**src/rtl/lfsr_rng_pkg.sv**
```systemverilog
// Shared definitions for the LFSR random number generator: mode encodings,
// FSM state encoding and default Galois tap masks.
package lfsr_rng_pkg;

  localparam logic [1:0] MODE_FULL    = 2'b00;
  localparam logic [1:0] MODE_LOW     = 2'b01;
  localparam logic [1:0] MODE_NONZERO = 2'b10;
  localparam logic [1:0] MODE_BOUNDED = 2'b11;

  typedef enum logic [1:0] {
    ST_IDLE   = 2'd0,
    ST_WARMUP = 2'd1,
    ST_RUN    = 2'd2
  } rng_state_e;

  localparam logic [7:0]  TAPS_8  = 8'hB8;
  localparam logic [15:0] TAPS_16 = 16'hB400;
  localparam logic [31:0] TAPS_32 = 32'h8020_0003;

  // Maximal-length masks for the common widths; other widths get a simple
  // two-tap mask and should override TAPS explicitly.
  function automatic logic [31:0] default_taps(input int width);
    case (width)
      8:       return {24'h0, TAPS_8};
      16:      return {16'h0, TAPS_16};
      32:      return TAPS_32;
      default: return (32'h1 << (width - 1)) | 32'h1;
    endcase
  endfunction

endpackage

```
**src/rtl/lfsr_rng_if.sv**
```systemverilog
// Seed/mode inputs and the random-number output handshake of lfsr_rng.
// Handshake: a number transfers on a rising edge where rnd_valid_o && rnd_ready_i;
// while rnd_valid_o is high and rnd_ready_i low, rnd_o holds and valid stays high.
interface lfsr_rng_if #(
  parameter int S_WIDTH = 8
);
  logic               seed_valid_i;
  logic [S_WIDTH-1:0] seed_i;
  logic [1:0]         mode_i;
  logic [S_WIDTH-1:0] bound_i;
  logic               rnd_valid_o;
  logic               rnd_ready_i;
  logic [S_WIDTH-1:0] rnd_o;
  logic               seeded_o;

  modport master (
    output seed_valid_i, seed_i, mode_i, bound_i, rnd_ready_i,
    input  rnd_valid_o, rnd_o, seeded_o
  );

  modport slave (
    input  seed_valid_i, seed_i, mode_i, bound_i, rnd_ready_i,
    output rnd_valid_o, rnd_o, seeded_o
  );
endinterface

```
**src/rtl/rng_range_filter.sv**
```systemverilog
// Bounded-mode rejection filter: masks the LFSR state down to the smallest
// all-ones mask covering bound-1 and accepts only values below the bound.
module rng_range_filter #(
  parameter int W = 8
) (
  input  logic [W-1:0] value_i,
  input  logic [W-1:0] bound_i,
  output logic [W-1:0] cand_o,
  output logic         accept_o
);

  logic [W-1:0] bound_m1;
  logic [W-1:0] mask;
  logic [W-1:0] masked;

  always_comb begin
    bound_m1 = bound_i - W'(1);
    mask     = '0;
    // Bit i of the mask is set when bound-1 has any set bit at or above i.
    for (int i = 0; i < W; i++) begin
      mask[i] = |(bound_m1 >> i);
    end
    masked = value_i & mask;
    if (bound_i < W'(2)) begin
      cand_o   = '0;
      accept_o = 1'b1;
    end else begin
      cand_o   = masked;
      accept_o = (masked < bound_i);
    end
  end

endmodule

```
**src/rtl/lfsr_rng.sv**
```systemverilog
// Galois LFSR random number generator with seeding, warm-up, output shaping
// modes and a valid/ready output handshake.
module lfsr_rng
  import lfsr_rng_pkg::*;
#(
  parameter int                 S_WIDTH      = 8,
  parameter logic [S_WIDTH-1:0] TAPS         = S_WIDTH'(default_taps(S_WIDTH)),
  parameter int                 INT_WIDTH    = 2,
  parameter int                 WARMUP       = S_WIDTH,
  parameter logic [S_WIDTH-1:0] DEFAULT_SEED = S_WIDTH'(1)
) (
  input  logic                clk_i,
  input  logic                rst_i,
  lfsr_rng_if.slave           bus,
  output rng_state_e          state_o
);

  localparam logic [S_WIDTH-1:0] LOW_MASK = S_WIDTH'((64'd1 << INT_WIDTH) - 64'd1);

  rng_state_e         state_q, state_d;
  logic [S_WIDTH-1:0] s_q, s_d, s_step;
  logic [7:0]         cnt_q, cnt_d;
  logic [S_WIDTH-1:0] rnd_q, rnd_d;
  logic               valid_q, valid_d;
  logic               load;
  logic [S_WIDTH-1:0] cand, f_cand;
  logic               accept, f_accept;

  rng_range_filter #(.W(S_WIDTH)) u_filter (
    .value_i  (s_q),
    .bound_i  (bus.bound_i),
    .cand_o   (f_cand),
    .accept_o (f_accept)
  );

  assign s_step = (s_q >> 1) ^ (s_q[0] ? TAPS : '0);

  always_comb begin
    cand   = s_q;
    accept = 1'b1;
    case (bus.mode_i)
      MODE_LOW:     cand = s_q & LOW_MASK;
      MODE_BOUNDED: begin
        cand   = f_cand;
        accept = f_accept;
      end
      default:      cand = s_q;
    endcase
  end

  always_comb begin
    state_d = state_q;
    s_d     = s_q;
    cnt_d   = cnt_q;
    rnd_d   = rnd_q;
    valid_d = valid_q;
    load    = (state_q == ST_RUN) && (!valid_q || bus.rnd_ready_i) && !bus.seed_valid_i;
    if (bus.seed_valid_i) begin
      // A zero seed would lock the LFSR up, so it is replaced.
      s_d     = (bus.seed_i == '0) ? DEFAULT_SEED : bus.seed_i;
      valid_d = 1'b0;
      cnt_d   = 8'(WARMUP);
      state_d = (WARMUP == 0) ? ST_RUN : ST_WARMUP;
    end else begin
      case (state_q)
        ST_WARMUP: begin
          s_d   = s_step;
          cnt_d = cnt_q - 8'd1;
          if (cnt_q == 8'd1) state_d = ST_RUN;
        end
        ST_RUN: begin
          if (load) begin
            s_d = s_step;
            if (accept) begin
              rnd_d   = cand;
              valid_d = 1'b1;
            end else begin
              valid_d = 1'b0;
            end
          end
        end
        default: ;
      endcase
    end
  end

  always_ff @(posedge clk_i or negedge rst_i) begin
    if (!rst_i) begin
      state_q <= ST_IDLE;
      s_q     <= DEFAULT_SEED;
      cnt_q   <= 8'd0;
      rnd_q   <= '0;
      valid_q <= 1'b0;
    end else begin
      state_q <= state_d;
      s_q     <= s_d;
      cnt_q   <= cnt_d;
      rnd_q   <= rnd_d;
      valid_q <= valid_d;
    end
  end

  assign bus.rnd_o       = rnd_q;
  assign bus.rnd_valid_o = valid_q;
  assign bus.seeded_o    = (state_q == ST_RUN);
  assign state_o         = state_q;

endmodule

```
**src/flat_wrapper.sv**
```systemverilog
// flat-port wrapper written by rule: the top's interface ports become plain ports
module lfsr_rng_flat import lfsr_rng_pkg::*;
#(
  parameter int                 S_WIDTH      = 8,
  parameter logic [S_WIDTH-1:0] TAPS         = S_WIDTH'(default_taps(S_WIDTH)),
  parameter int                 INT_WIDTH    = 2,
  parameter int                 WARMUP       = S_WIDTH,
  parameter logic [S_WIDTH-1:0] DEFAULT_SEED = S_WIDTH'(1)
)
  (clk_i, rst_i, state_o, bus_seed_valid_i, bus_seed_i, bus_mode_i, bus_bound_i, bus_rnd_ready_i, bus_rnd_valid_o, bus_rnd_o, bus_seeded_o);
  lfsr_rng_if #(.S_WIDTH(S_WIDTH)) bus_i ();
  input  logic clk_i;
  input  logic rst_i;
  output rng_state_e state_o;
  input wire logic [$bits(bus_i.seed_valid_i)-1:0] bus_seed_valid_i;
  input wire logic [$bits(bus_i.seed_i)-1:0] bus_seed_i;
  input wire logic [$bits(bus_i.mode_i)-1:0] bus_mode_i;
  input wire logic [$bits(bus_i.bound_i)-1:0] bus_bound_i;
  input wire logic [$bits(bus_i.rnd_ready_i)-1:0] bus_rnd_ready_i;
  output wire logic [$bits(bus_i.rnd_valid_o)-1:0] bus_rnd_valid_o;
  output wire logic [$bits(bus_i.rnd_o)-1:0] bus_rnd_o;
  output wire logic [$bits(bus_i.seeded_o)-1:0] bus_seeded_o;
  assign bus_i.seed_valid_i = bus_seed_valid_i;
  assign bus_i.seed_i = bus_seed_i;
  assign bus_i.mode_i = bus_mode_i;
  assign bus_i.bound_i = bus_bound_i;
  assign bus_i.rnd_ready_i = bus_rnd_ready_i;
  assign bus_rnd_valid_o = bus_i.rnd_valid_o;
  assign bus_rnd_o = bus_i.rnd_o;
  assign bus_seeded_o = bus_i.seeded_o;
  lfsr_rng #(.S_WIDTH(S_WIDTH), .TAPS(TAPS), .INT_WIDTH(INT_WIDTH), .WARMUP(WARMUP), .DEFAULT_SEED(DEFAULT_SEED)) u_core (.clk_i(clk_i), .rst_i(rst_i), .bus(bus_i), .state_o(state_o));
endmodule
```
**config.mk**
```make
export PLATFORM = sky130hd
export DESIGN_NAME = lfsr_rng_flat
export DESIGN_NICKNAME = d
export VERILOG_FILES = /design/src/rtl/lfsr_rng_pkg.sv /design/src/rtl/lfsr_rng_if.sv /design/src/rtl/rng_range_filter.sv /design/src/rtl/lfsr_rng.sv /design/src/flat_wrapper.sv
export SDC_FILE = /design/constraint.sdc
export NUM_CORES = 1
export LEC_CHECK = 0
export CAP_MARGIN = 20
export CORE_UTILIZATION = 26
export CTS_BUF_LIST = sky130_fd_sc_hd__clkbuf_2 sky130_fd_sc_hd__clkbuf_4 sky130_fd_sc_hd__clkbuf_8
export CTS_CLUSTER_SIZE = 30
export DETAILED_ROUTE_END_ITERATION = 6
export PLACE_DENSITY = 0.46
export SYNTH_ARGS = -nofsm -noshare
export SYNTH_HDL_FRONTEND = slang
export SYNTH_SLANG_ARGS = --single-unit
export TNS_END_PERCENT = 1
```
**constraint.sdc**
```tcl
create_clock -name clk_i -period 3.2 [get_ports clk_i]
set_input_delay 0.48 -clock clk_i [delete_from_list [all_inputs] [get_ports clk_i]]
set_output_delay 0.48 -clock clk_i [all_outputs]
set_load 0.1 [all_outputs]
```
== Word level (Yosys, flattened, before mapping) ==
Index checks and enable logic that the tools add are counted.

* Register bits after elaboration: 27
* Output and inout bits: 12
* Bits of input ports: 22
* Logic and storage cells: 58

* Add/subtract/negate cells: 2
* Equal/unequal tests: 6
* Bitwise operators: 3
* Reduce and logical (&&, ||, !) cells: 22
* Muxes and demuxes: 18
* Magnitude comparators: 2

{| class="wikitable"
|+ Operators with widths
! operator !! number
|-
| 8-bit 2-to-1 mux || 7
|-
| 8-bit one-hot mux with 2 select lines || 2
|-
| 8-bit by 1-bit subtractor with 8-bit output (second input constant) || 2
|-
| 8-bit bitwise AND || 1
|-
| 8-bit by 1-bit == test with 1-bit output (second input constant) || 1
|-
| 8-bit zero test || 1
|-
| 8-bit by 2-bit less-than comparator with 1-bit output (second input constant) || 1
|-
| 8-bit less-than comparator || 1
|-
| 2-bit nonzero test || 4
|-
| 8-bit OR reduction || 1
|-
| 7-bit by 8-bit XOR with 8-bit output || 1
|-
| 7-bit OR reduction || 1
|-
| 1-bit 2-to-1 mux || 6
|-
| 2-bit 2-to-1 mux || 3
|-
| 2-bit AND reduction || 3
|-
| 6-bit OR reduction || 1
|-
| 5-bit OR reduction || 1
|-
| 2-bit by 1-bit == test with 1-bit output (second input constant) || 2
|-
| 2-bit == test (second input constant) || 2
|-
| 4-bit AND reduction || 1
|-
| 4-bit OR reduction || 1
|-
| 3-bit by 2-bit inequality test with 1-bit output (second input constant) || 1
|-
| 3-bit nonzero test || 1
|-
| 3-bit OR reduction || 1
|-
| 5 further kinds || 7
|}

== Depth between registers and ports, before layout ==
Gate-level depths: netlist (run 1).

* Depth in word-level cells: 10
* Depth in mapped cells: 16
* Mapped depth without buffers: 14

== Cells and area by module ==
From an unflattened synthesis (run 1), not the netlist that was laid out.

* Cell total of the unflattened synthesis: 212
* Area, all modules: 2008.2 um2

{| class="wikitable"
|+ By module, submodules not included
! module !! area an instance (um2) !! sequential area each (um2) !! cells each !! times used
|-
| lfsr_rng || 1453.9 || 676.9 || 135 || 1
|-
| rng_range_filter || 554.3 || 0.0 || 77 || 1
|}

== Worst setup path after synthesis (run 1) ==
Ideal clock, no wire load.

* Kind: input -> register
* Start point: input bus_bound_i[1]
* End point: register u_core.rnd_q[0], in the netlist u_core.bus.rnd_o[0]
* Setup time: 0.125 ns
* Data required time: 3.075 ns
* Slack: -0.406 ns
* Stages: 15
* Buffers on the path: 2
* Arrival: 3.481 ns
* Cells stage by stage: buf_4 inv_1 ha_1 or3_2 nor4_4 o32a_2 and2b_2 ha_1 a211oi_1 nor2_1 nor4_1 nand3b_1 o21a_1 buf_6 mux2_4

* Word-level cells in the longest chain between the ends: 7
* Elaborated cells on any way between the ends: 16
* Those cells by class: 1 x add/sub; 2 x order compare; 4 x mux; 1 x bitwise; 8 x reduce/logical

{| class="wikitable"
|+ Ends and longest elaborated chain
! element !! line !! source
|-
| from (decl) || flat_wrapper.sv:18 || <nowiki>input wire logic [$bits(bus_i.bound_i)-1:0] bus_bound_i;</nowiki>
|-
| 8-bit by 1-bit subtractor with 8-bit output || rng_range_filter.sv:17 || <nowiki>bound_m1 = bound_i - W'(1);</nowiki>
|-
| 8-bit OR reduction, or another cell as far along || rng_range_filter.sv:21 || <nowiki>mask[i] = |(bound_m1 >> i);</nowiki>
|-
| 8-bit bitwise AND || rng_range_filter.sv:23 || <nowiki>masked = value_i & mask;</nowiki>
|-
| 8-bit less-than comparator || rng_range_filter.sv:29 || <nowiki>accept_o = (masked < bound_i);</nowiki>
|-
| 1-bit 2-to-1 mux || rng_range_filter.sv:24 || <nowiki>if (bound_i < W'(2)) begin</nowiki>
|-
| 1-bit 2-to-1 mux || lfsr_rng.sv:41 || <nowiki>case (bus.mode_i)</nowiki>
|-
| 4-bit AND reduction (no source line) || n/a ||
|-
| to (signal assigned) || lfsr_rng.sv:98 || <nowiki>rnd_q <= rnd_d;</nowiki>
|-
| to (decl) || lfsr_rng.sv:23 || <nowiki>logic [S_WIDTH-1:0] rnd_q, rnd_d;</nowiki>
|}

Parallel ways exist; a longest one is shown, timed or not.
A chain may end at the register's enable or synchronous reset.

== Final worst setup path (run 1) ==
Ends and elaborated chain as after synthesis.

==> results.yml, run 1 <==
status:
  status: "finished with violations"
  violations: "setup timing"
detailed_routing:
  drc: 0
  drtPass1Iterations: 4
  wl_per_cell_um: 12.8
  detail-route-antenna-nets: 0
  vias_per_cell: 4.46
  wirelength_um: 4840
  drtIter0Drc: 65
  num_vias: 1687
synthesis:
  synth.ff_latch_count: 27
  synth-main-ff-cell: "dfrtp_1"
  synthArstFlopShare_pct: 100
  syn_avg_cell_area_um2: 9.27
  synth-seq-area-share_pct: 35.5
  synth_edf_count: 0
  synth_cells: 206
  syn-cell-area_um2: 1910
  syn-num-nets: 239
  synth_warnings: 0
  synth_cell_types: 48
clock_network:
  clk_pin_slew_ns: 0.09
  cts_tree: "yes"
  cts_buffers: 3
  htree_levels: 1
  clk_latency_ns: 0.27
  cts.sinks: 27
  clockRootBuffer: "clkbuf_8"
  clock_path_buffers: 2
  cts_hold_buffers: 0
global_routing:
  antenna_found_initial: 0
  grt_max_degree: 28
  overflow: 0
  grtUsageTotal_pct: 14.1
  grt_pass1_vias: 1626
  grt_pass1_wl_um: 8210
setup_path:
  cp.arrival_ns: 3.43
  cp-start-kind: "primary input"
  rrSetupSlack_ns: 0.89
  critPathMaxFanout: 8
  path_class: "in2reg"
  required_ns: 3.37
  cp-end-kind: "flop"
die:
  die_y_um: 87.7
  num_rows: 30
  ios: 34
  dieArea_um2: 7690
  die_x_um: 87.7
  coreArea_um2: 6940
  initial_core_util_pct: 27.5
place:
  gp_congestion: 0.872
  hpwl_um: 3980
  numPortBuffers: 33
  pre_cts_ws_ns: -0.956
timing:
  drv_slew: 0
  fmax_ghz: 0.306
  fin_crit_sh_pct: 102
  fin_ws_ns: -0.0663
  hold_violations: 0
  finalSetupViolCount: 7
  relSlewSlack_pct: 36.0
  period_needed_ns: 3.27
  tightestPinTransition_ns: 0.956
  skew_ns: 0.00468
  rsz0062_at_grt: "true"
cells_and_area:
  areaGrowthSynthToFinish_pct: 45.5
  drive_gt1_share_pct: 33.7
  final_util_pct: 40.0
  fin_nets: 316
  fill_cells: 721
  multiInputGateArea_um2: 1200
  regArea_um2: 677
  diodes: 0
run:
  drv_cap: 0
power_and_ir_drop:
  vdd_drop_max_mv: 0.164
  leakagePower_nw: 1.28
  p_per_area_nw_per_um2: 514
  total_power_w: 0.00143
hold_path:
  hold_path.class: "reg2reg"
[worst paths after layout]
path                                      from             endpoint  cells after the start
setup / recovery                bus_bound_i[1]  u_core.bus.rnd_o[0]                     15
hold / removal             u_core.bus.rnd_o[7]  u_core.bus.rnd_o[7]                      1
setup reg to reg                 u_core.s_q[5]  u_core.bus.rnd_o[0]                      8
hold reg to reg            u_core.bus.rnd_o[7]  u_core.bus.rnd_o[7]                      1
max in group asynchronous                rst_i        u_core.s_q[0]                      2
min in group asynchronous                rst_i      u_core.cnt_q[6]                      2
[state kept, by name, summed over array words and instances, names as in the netlist]
register / cells
u_core.s_q: 8
u_core.bus.rnd_o: 8
u_core.state_o: 2
u_core.bus.rnd_valid_o: 1
u_core.cnt_q: 8
[repair_timing]
item,CTS,global route
resized for setup,40,11
buffers inserted,4,0
gates cloned,0,0
pin swaps,11,11
endpoints found under the setup margin,9,9
[metal layers]
| layer | vias up | track usage [%] | part of all wire (%) | routed length (um) |
|---|---|---|---|---|
| met5 | - | 0 | 0 | 0 |
| met4 | 0 | 2.68 | 0 | 0 |
| met3 | 0 | 2.54 | 2.1 | 100 |
| met2 | 22 | 21.0 | 43 | 2080 |
| met1 | 778 | 21.2 | 55 | 2660 |
| li1 | 887 | - | - | - |
[cell usage in the layout (no fill, tap or decap), types with 4 or more instances in the layout]
cell type	instances
buf_4	55
a31oi_1	4
nor3_1	6
dfrtp_1	26
nand2_1	21
o21ai_0	12
nor2b_1	6
mux2_4	7
mux2i_1	4
nor2_1	14
xnor2_1	10
inv_1	11
a21oi_1	7
clkdlybuf4s50_1	14
buf_6	4
ha_1	9
[Yosys cell counts, drive strengths merged (2+ instances only)]
master	number	area [um2]
dfrtp	26	651
o32a	2	22.5
mux2i	4	40.0
buf	4	41.3
and2b	2	17.5
and2	5	32.5
o21a	2	15.0
a21boi	4	30.0
nand4	2	12.5
clkbuf	4	15.0
inv	14	52.6
ha	11	138
o21ai	14	70.1
xnor2	10	87.6
nor4	6	52.6
nor2b	6	37.5
nand3b	2	15.0
xor2	3	26.3
a211oi	4	30.0
mux2	7	105
nand3	2	10.0
nor3	6	30.0
and3	2	12.5
a21oi	7	35.0
a31oi	4	25.0
nor2	14	52.6
nand2	21	78.8
[kinds of logic after synthesis]
family	after synthesis	share of synthesized area, %
compound gates	47	16.6
xor+xnor	13	5.96
fa+ha+maj	11	7.21
buf+inv	22	5.70
flops	27	35.5
mux	11	7.60
simple gates	75	21.5
[final cells by class]
type                       instances  area share (%)
multi-input combinational        157            43.2
timing repair buffer              80            24.4
sequential                        27            24.4
tap                               96            4.32
inverter                          14            2.07
clock buffer                       3            1.49
clock inverter                     1           0.180
[report_power, final]
| part | internal (W) | switching (W) | total (W) |
|---|---|---|---|
| sequential | 0.000434 | 0.0000953 | 0.000529 |
| clock | 0.0000873 | 0.000108 | 0.000195 |
| combinational | 0.000301 | 0.000402 | 0.000703 |
[through the flow]
stage | std cells | instance area (um2) | hold slack, ns | TNS (ns)
2_1_floorplan | 206 | 1950 | 0.184 | -1.53
3_3_place_gp | 370 | 2640 | 0.499 | -8.45
3_5_place_dp | 370 | 2640 | 0.505 | -8.38
4_1_cts | 378 | 2740 | 0.528 | -1.05
5_1_grt | 378 | 2780 | 0.536 | -1.71
6_report | 378 | 2780 | 0.519 | -0.456
[critical path: stages]
cell and delay (ns):
buf_8 0.08, inv_4 0.03, ha_4 0.15, or3_4 0.37, nor4_4 0.28, buf_4 0.16, o32a_4 0.14, and2b_2 0.22
ha_4 0.21, a211oi_2 0.16, nor2_1 0.07, nor4_2 0.31, nand3b_1 0.17, o21a_4 0.28, mux2_4 0.30
No activity file was read; power rests on OpenSTA's default activity.
==> run 2, diff against run 1 <==
--- a/config.mk
+++ b/config.mk
@@ -6,11 +6,12 @@
 export NUM_CORES = 1
 export LEC_CHECK = 0
 export CAP_MARGIN = 20
-export CORE_UTILIZATION = 26
+export CORE_UTILIZATION = 25
 export CTS_BUF_LIST = sky130_fd_sc_hd__clkbuf_2 sky130_fd_sc_hd__clkbuf_4 sky130_fd_sc_hd__clkbuf_8
 export CTS_CLUSTER_SIZE = 30
 export DETAILED_ROUTE_END_ITERATION = 6
-export PLACE_DENSITY = 0.46
+export PLACE_DENSITY_LB_ADDON = 0.12
+export SLEW_MARGIN = 20
 export SYNTH_ARGS = -nofsm -noshare
 export SYNTH_HDL_FRONTEND = slang
 export SYNTH_SLANG_ARGS = --single-unit
==> run 2 against run 1 <==
  * Sequential share of layout area up 0.11 points
  * Critical path depth fell by 3
  * Highest routed layer is now met4
  * The flow still finishes with violations (setup timing)
  * Cell area is 0.45% lower
  * Flip-flop and latch count unchanged
  * Hold slack worse by 0.0053 ns
  * Routed wire length rose by 2.6%
  * First-iteration DRC count is 20% lower
  * Critical path type unchanged
==> results.yml, run 2 (synthesis results as in run 1) <==
clock_network:
  clockRootBuffer: "clkbuf_8"
  cts.sinks: 27
  clk_pin_slew_ns: 0.09
  cts_hold_buffers: 0
  cts_buffers: 3
  htree_levels: 1
  clk_latency_ns: 0.27
  cts_tree: "yes"
  clock_path_buffers: 2
cells_and_area:
  final_cell_mix: "55 x buf_4, 26 x dfrtp_1, 20 x nand2_1, 14 x nor2_1, 14 x clkdlybuf4s50_1"
  final_common_cell: "buf_4"
  final_util_pct: 37.7
  final_area_um2: 2770
  areaGrowthSynthToFinish_pct: 44.9
  fin_nets: 316
  diodes: 0
  drive_gt1_share_pct: 34.8
die:
  die_y_um: 89.4
  ios: 34
  num_rows: 31
  dieArea_um2: 7990
  coreArea_um2: 7330
  initial_core_util_pct: 26.0
  die_x_um: 89.4
run:
  drv_cap: 0
setup_path:
  critPathMaxFanout: 8
  cp.arrival_ns: 3.39
  cp-start-kind: "primary input"
  path_class: "in2reg"
  required_ns: 3.36
  rrSetupSlack_ns: 0.83
  cp-end-kind: "flop"
detailed_routing:
  wirelength_um: 4970
  vias_per_cell: 4.56
  wl_per_cell_um: 13.0
  drtIter0Drc: 52
  num_vias: 1738
  detail-route-antenna-nets: 0
  drc: 0
  drtPass1Iterations: 6
global_routing:
  grt_pass1_wl_um: 8330
  antenna_found_initial: 0
  grt_max_degree: 28
  grtUsageTotal_pct: 13.7
  grt_pass1_vias: 1670
  overflow: 0
timing:
  finalSetupViolCount: 7
  period_needed_ns: 3.24
  fin_crit_sh_pct: 101
  fin_tns_setup_ns: -0.233
  relSlewSlack_pct: 36.1
  skew_ns: 0.00905
  tightestPinTransition_ns: 0.955
  drv_slew: 0
  fin_ws_ns: -0.0363
  hold_ws_ns: 0.514
  rsz0062_at_grt: "true"
  fmax_ghz: 0.309
  hold_violations: 0
place:
  post_dp_cell_area_um2: 2620
  hpwl_um: 3870
  gp_congestion: 0.758
  numPortBuffers: 33
hold_path:
  hold_path.class: "reg2reg"
power_and_ir_drop:
  total_power_w: 0.00143
  p_per_area_nw_per_um2: 516
  vdd_drop_max_mv: 0.254
  leakagePower_nw: 1.26
status:
  violations: "setup timing"
  status: "finished with violations"
==> run 2: changes by cell type in the layout (fill, tap and decap cells not counted), sizes merged <==
| cell | delta |
|---|---|
| dlygate4sd2 | +2 |
| clkbuf | +1 |
| clkinv | -1 |
| dlymetal6s2s | -2 |
==> run 2: what timing repair did <==
action                                  in CTS  in global routing
buffers inserted                             7                  0
pin swaps                                   11                  9
gates cloned                                 0                  0
endpoints found under the setup margin       9                  9
gates resized for setup                     40                 10
==> run 2: area by class of cell <==
cell class / instances / area [um2]
inverters: 14 / 55.1
fillers: 752 / 4560
flip-flops and latches: 27 / 677
multi-input cells: 157 / 1190
well taps: 99 / 124
repair buffers: 80 / 667
clock buffers: 4 / 48.8
==> run 2: worst paths after layout <==
path | start | endpoint | cells after the start
min | u_core.bus.rnd_o[2] | u_core.bus.rnd_o[2] | 1
max | bus_bound_i[4] | u_core.bus.rnd_o[6] | 12
max in group asynchronous | rst_i | u_core.s_q[0] | 2
min in group asynchronous | rst_i | u_core.bus.rnd_o[1] | 2
min reg2reg | u_core.bus.rnd_o[2] | u_core.bus.rnd_o[2] | 1
max reg2reg | u_core.s_q[5] | u_core.bus.rnd_o[6] | 8
==> run 2: metrics by stage <==
stage                     setup slack, ns  std cells
after floorplan                    -0.215        206
final                             -0.0363        381
after detailed placement            -1.04        370
after CTS                         -0.0846        381
after global placement             -0.963        370
after global routing               -0.203        381
==> run 2: worst max-delay path, stage by stage <==
cell      delay, ns
buf_8          0.10
or4_4          0.55
nor4_4         0.28
o32a_2         0.19
and2b_2        0.23
ha_4           0.22
a211oi_2       0.17
nor2_1         0.07
nor4_2         0.36
nand3b_1       0.16
o21a_4         0.28
mux2_4         0.31
==> run 2: report_power, final <==
part	internal, W	leakage, nW	switching (W)
logic	0.000296	0.888	0.000397
clock network	0.0000977	0.0262	0.000107
registers	0.000434	0.343	0.0000959
total	0.000828	1.26	0.000600
==> run 2: routing by layer <==
layer / wire length, um / up-vias / global-route usage, % / part of all wire, %
li1: - / 886 / - / -
met1: 2570 / 825 / 19.9 / 52
met2: 2280 / 25 / 21.9 / 46
met3: 105 / 2 / 2.22 / 2.1
met4: 14 / 0 / 1.73 / 0.28
met5: 0 / - / 0 / 0
==> run 3, diff against run 2 <==
--- a/config.mk
+++ b/config.mk
@@ -10,6 +10,7 @@
 export CTS_BUF_LIST = sky130_fd_sc_hd__clkbuf_2 sky130_fd_sc_hd__clkbuf_4 sky130_fd_sc_hd__clkbuf_8
 export CTS_CLUSTER_SIZE = 30
 export DETAILED_ROUTE_END_ITERATION = 6
+export DONT_BUFFER_PORTS = 1
 export PLACE_DENSITY_LB_ADDON = 0.12
 export SLEW_MARGIN = 20
 export SYNTH_ARGS = -nofsm -noshare
==> run 3 against run 2 <==
  * The flow now finishes without violations
  * Routed wire length fell by 1.9%
  * Register-to-register slack improved by 0.02 ns
  * Die area did not move
  * Clock power barely moved
  * Critical path depth fell by 1
==> results.yml, run 3 (synthesis results as in run 1) <==
clock_network:
  clk_latency_ns: 0.27
  htree_levels: 1
  clock_path_buffers: 2
  cts_buffers: 3
  cts.sinks: 27
  cts_setup_buffers: 0
  clockRootBuffer: "clkbuf_8"
  clk_pin_slew_ns: 0.10
  cts_tree: "yes"
power_and_ir_drop:
  vdd_drop_max_mv: 0.231
  total_power_w: 0.00133
  leakagePower_nw: 1.01
  p_per_area_nw_per_um2: 574
detailed_routing:
  wl_per_cell_um: 14.9
  num_vias: 1571
  drc: 0
  vias_per_cell: 4.79
  drtIter0Drc: 32
  drtPass1Iterations: 4
  wirelength_um: 4880
  detail-route-antenna-nets: 0
run:
  drv_cap: 0
timing:
  rsz0062_at_grt: "true"
  hold_violations: 0
  skew_ns: 0.00766
  fin_crit_sh_pct: 98.1
  relSlewSlack_pct: 36.5
  drv_slew: 0
  finalSetupViolCount: 0
  period_needed_ns: 3.14
  fmax_ghz: 0.319
  tightestPinTransition_ns: 0.952
  fin_ws_ns: 0.0622
setup_path:
  cp-start-kind: "primary input"
  critPathMaxFanout: 9
  rrSetupSlack_ns: 0.85
  worst_r2r_endpoint: "u_core.bus.rnd_o[4]"
  required_ns: 3.37
  cp-end-kind: "flop"
  r2r_start: "u_core.s_q[5]"
  cp.arrival_ns: 3.31
  r2r_cells: 8
  path_class: "in2reg"
place:
  gp_congestion: 0.825
  hpwl_um: 3770
  numPortBuffers: 0
  pre_cts_ws_ns: -0.528
die:
  die_y_um: 89.4
  ios: 34
  initial_core_util_pct: 26.0
  coreArea_um2: 7330
  die_x_um: 89.4
  num_rows: 31
  dieArea_um2: 7990
global_routing:
  grtUsageTotal_pct: 13.2
  overflow: 0
  grt_max_degree: 27
  antenna_found_initial: 0
  grt_pass1_vias: 1574
  grt_pass1_wl_um: 7980
cells_and_area:
  drive_gt1_share_pct: 24.9
  final_common_cell: "dfrtp_1"
  areaGrowthSynthToFinish_pct: 21.2
  final_cell_mix: "26 x dfrtp_1, 25 x buf_4, 21 x nand2_1, 14 x nor2_1, 14 x o21ai_0"
  diodes: 0
  fin_nets: 263
status:
  status: "complete, no violations"
hold_path:
  hold_path.class: "in2async"
-- run 3: through the flow --
| stage | hold slack (ns) | util [%] | setup TNS [ns] | instances | area (um2) |
|---|---|---|---|---|---|
| after floorplan | 0.184 | - | -1.53 | 206 | 1950 |
| after global placement | 0.185 | 30.1 | -4.20 | 323 | 2210 |
| after detailed placement | 0.185 | 30.1 | -4.41 | 323 | 2210 |
| after CTS | 0.00657 | 31.3 | 0 | 328 | 2290 |
| after global routing | 0.00138 | 31.6 | -0.319 | 328 | 2310 |
| final | 0.00422 | 31.6 | 0 | 328 | 2310 |
-- run 3: critical path, cell delays in order --
cell and delay (ns):
or4_4 0.54, nor4_4 0.28, o32a_2 0.20, and2b_2 0.23
ha_4 0.22, a211oi_2 0.17, nor2_1 0.07, nor4_2 0.34
nand3b_1 0.17, o21a_4 0.29, mux2_4 0.30
-- run 3: how the worst max path moves through the flow --
stage | cells past startpoint | slack [ns] | endpoint | startpoint
2_1_floorplan | 15 | -0.22 | u_core.bus.rnd_o[0] | bus_bound_i[1]
3_3_place_gp | 13 | -0.50 | u_core.bus.rnd_o[4] | bus_bound_i[0]
3_5_place_dp | 13 | -0.53 | u_core.bus.rnd_o[6] | bus_bound_i[0]
4_1_cts | 13 | 0.02 | u_core.bus.rnd_o[4] | bus_bound_i[0]
5_1_grt | 13 | -0.05 | u_core.bus.rnd_o[0] | bus_bound_i[1]
6_report | 11 | 0.06 | u_core.bus.rnd_o[4] | bus_bound_i[2]
-- run 3: routing by layer --
metal / part of all wire, % / GRT usage [%] / vias to the layer above
met2: 47 / 22.3 / 38
met5: 0 / 0 / -
met3: 6.2 / 3.97 / 2
met1: 46 / 16.9 / 746
li1: - / - / 785
met4: 0.29 / 2.16 / 0
-- run 3: area by class of cell --
type,instances,area [um2]
clock buffers,4,48.8
fillers,772,5020
inverters,14,62.6
multi-input cells,157,1180
flip-flops and latches,27,677
well taps,99,124
repair buffers,27,219
-- run 3: power by group --
part           internal, W  switching [W]
combinational     0.000237       0.000238
sequential        0.000431       0.000218
clock            0.0000977       0.000107
total             0.000766       0.000563
-- run 3: repair_timing --
action                                 4_1_cts  5_1_grt
resized for setup                            3        7
setup endpoints to repair                    9        9
hold buffers                                 1        0
pin swaps                                    0        1
endpoints found under the hold margin       26        0
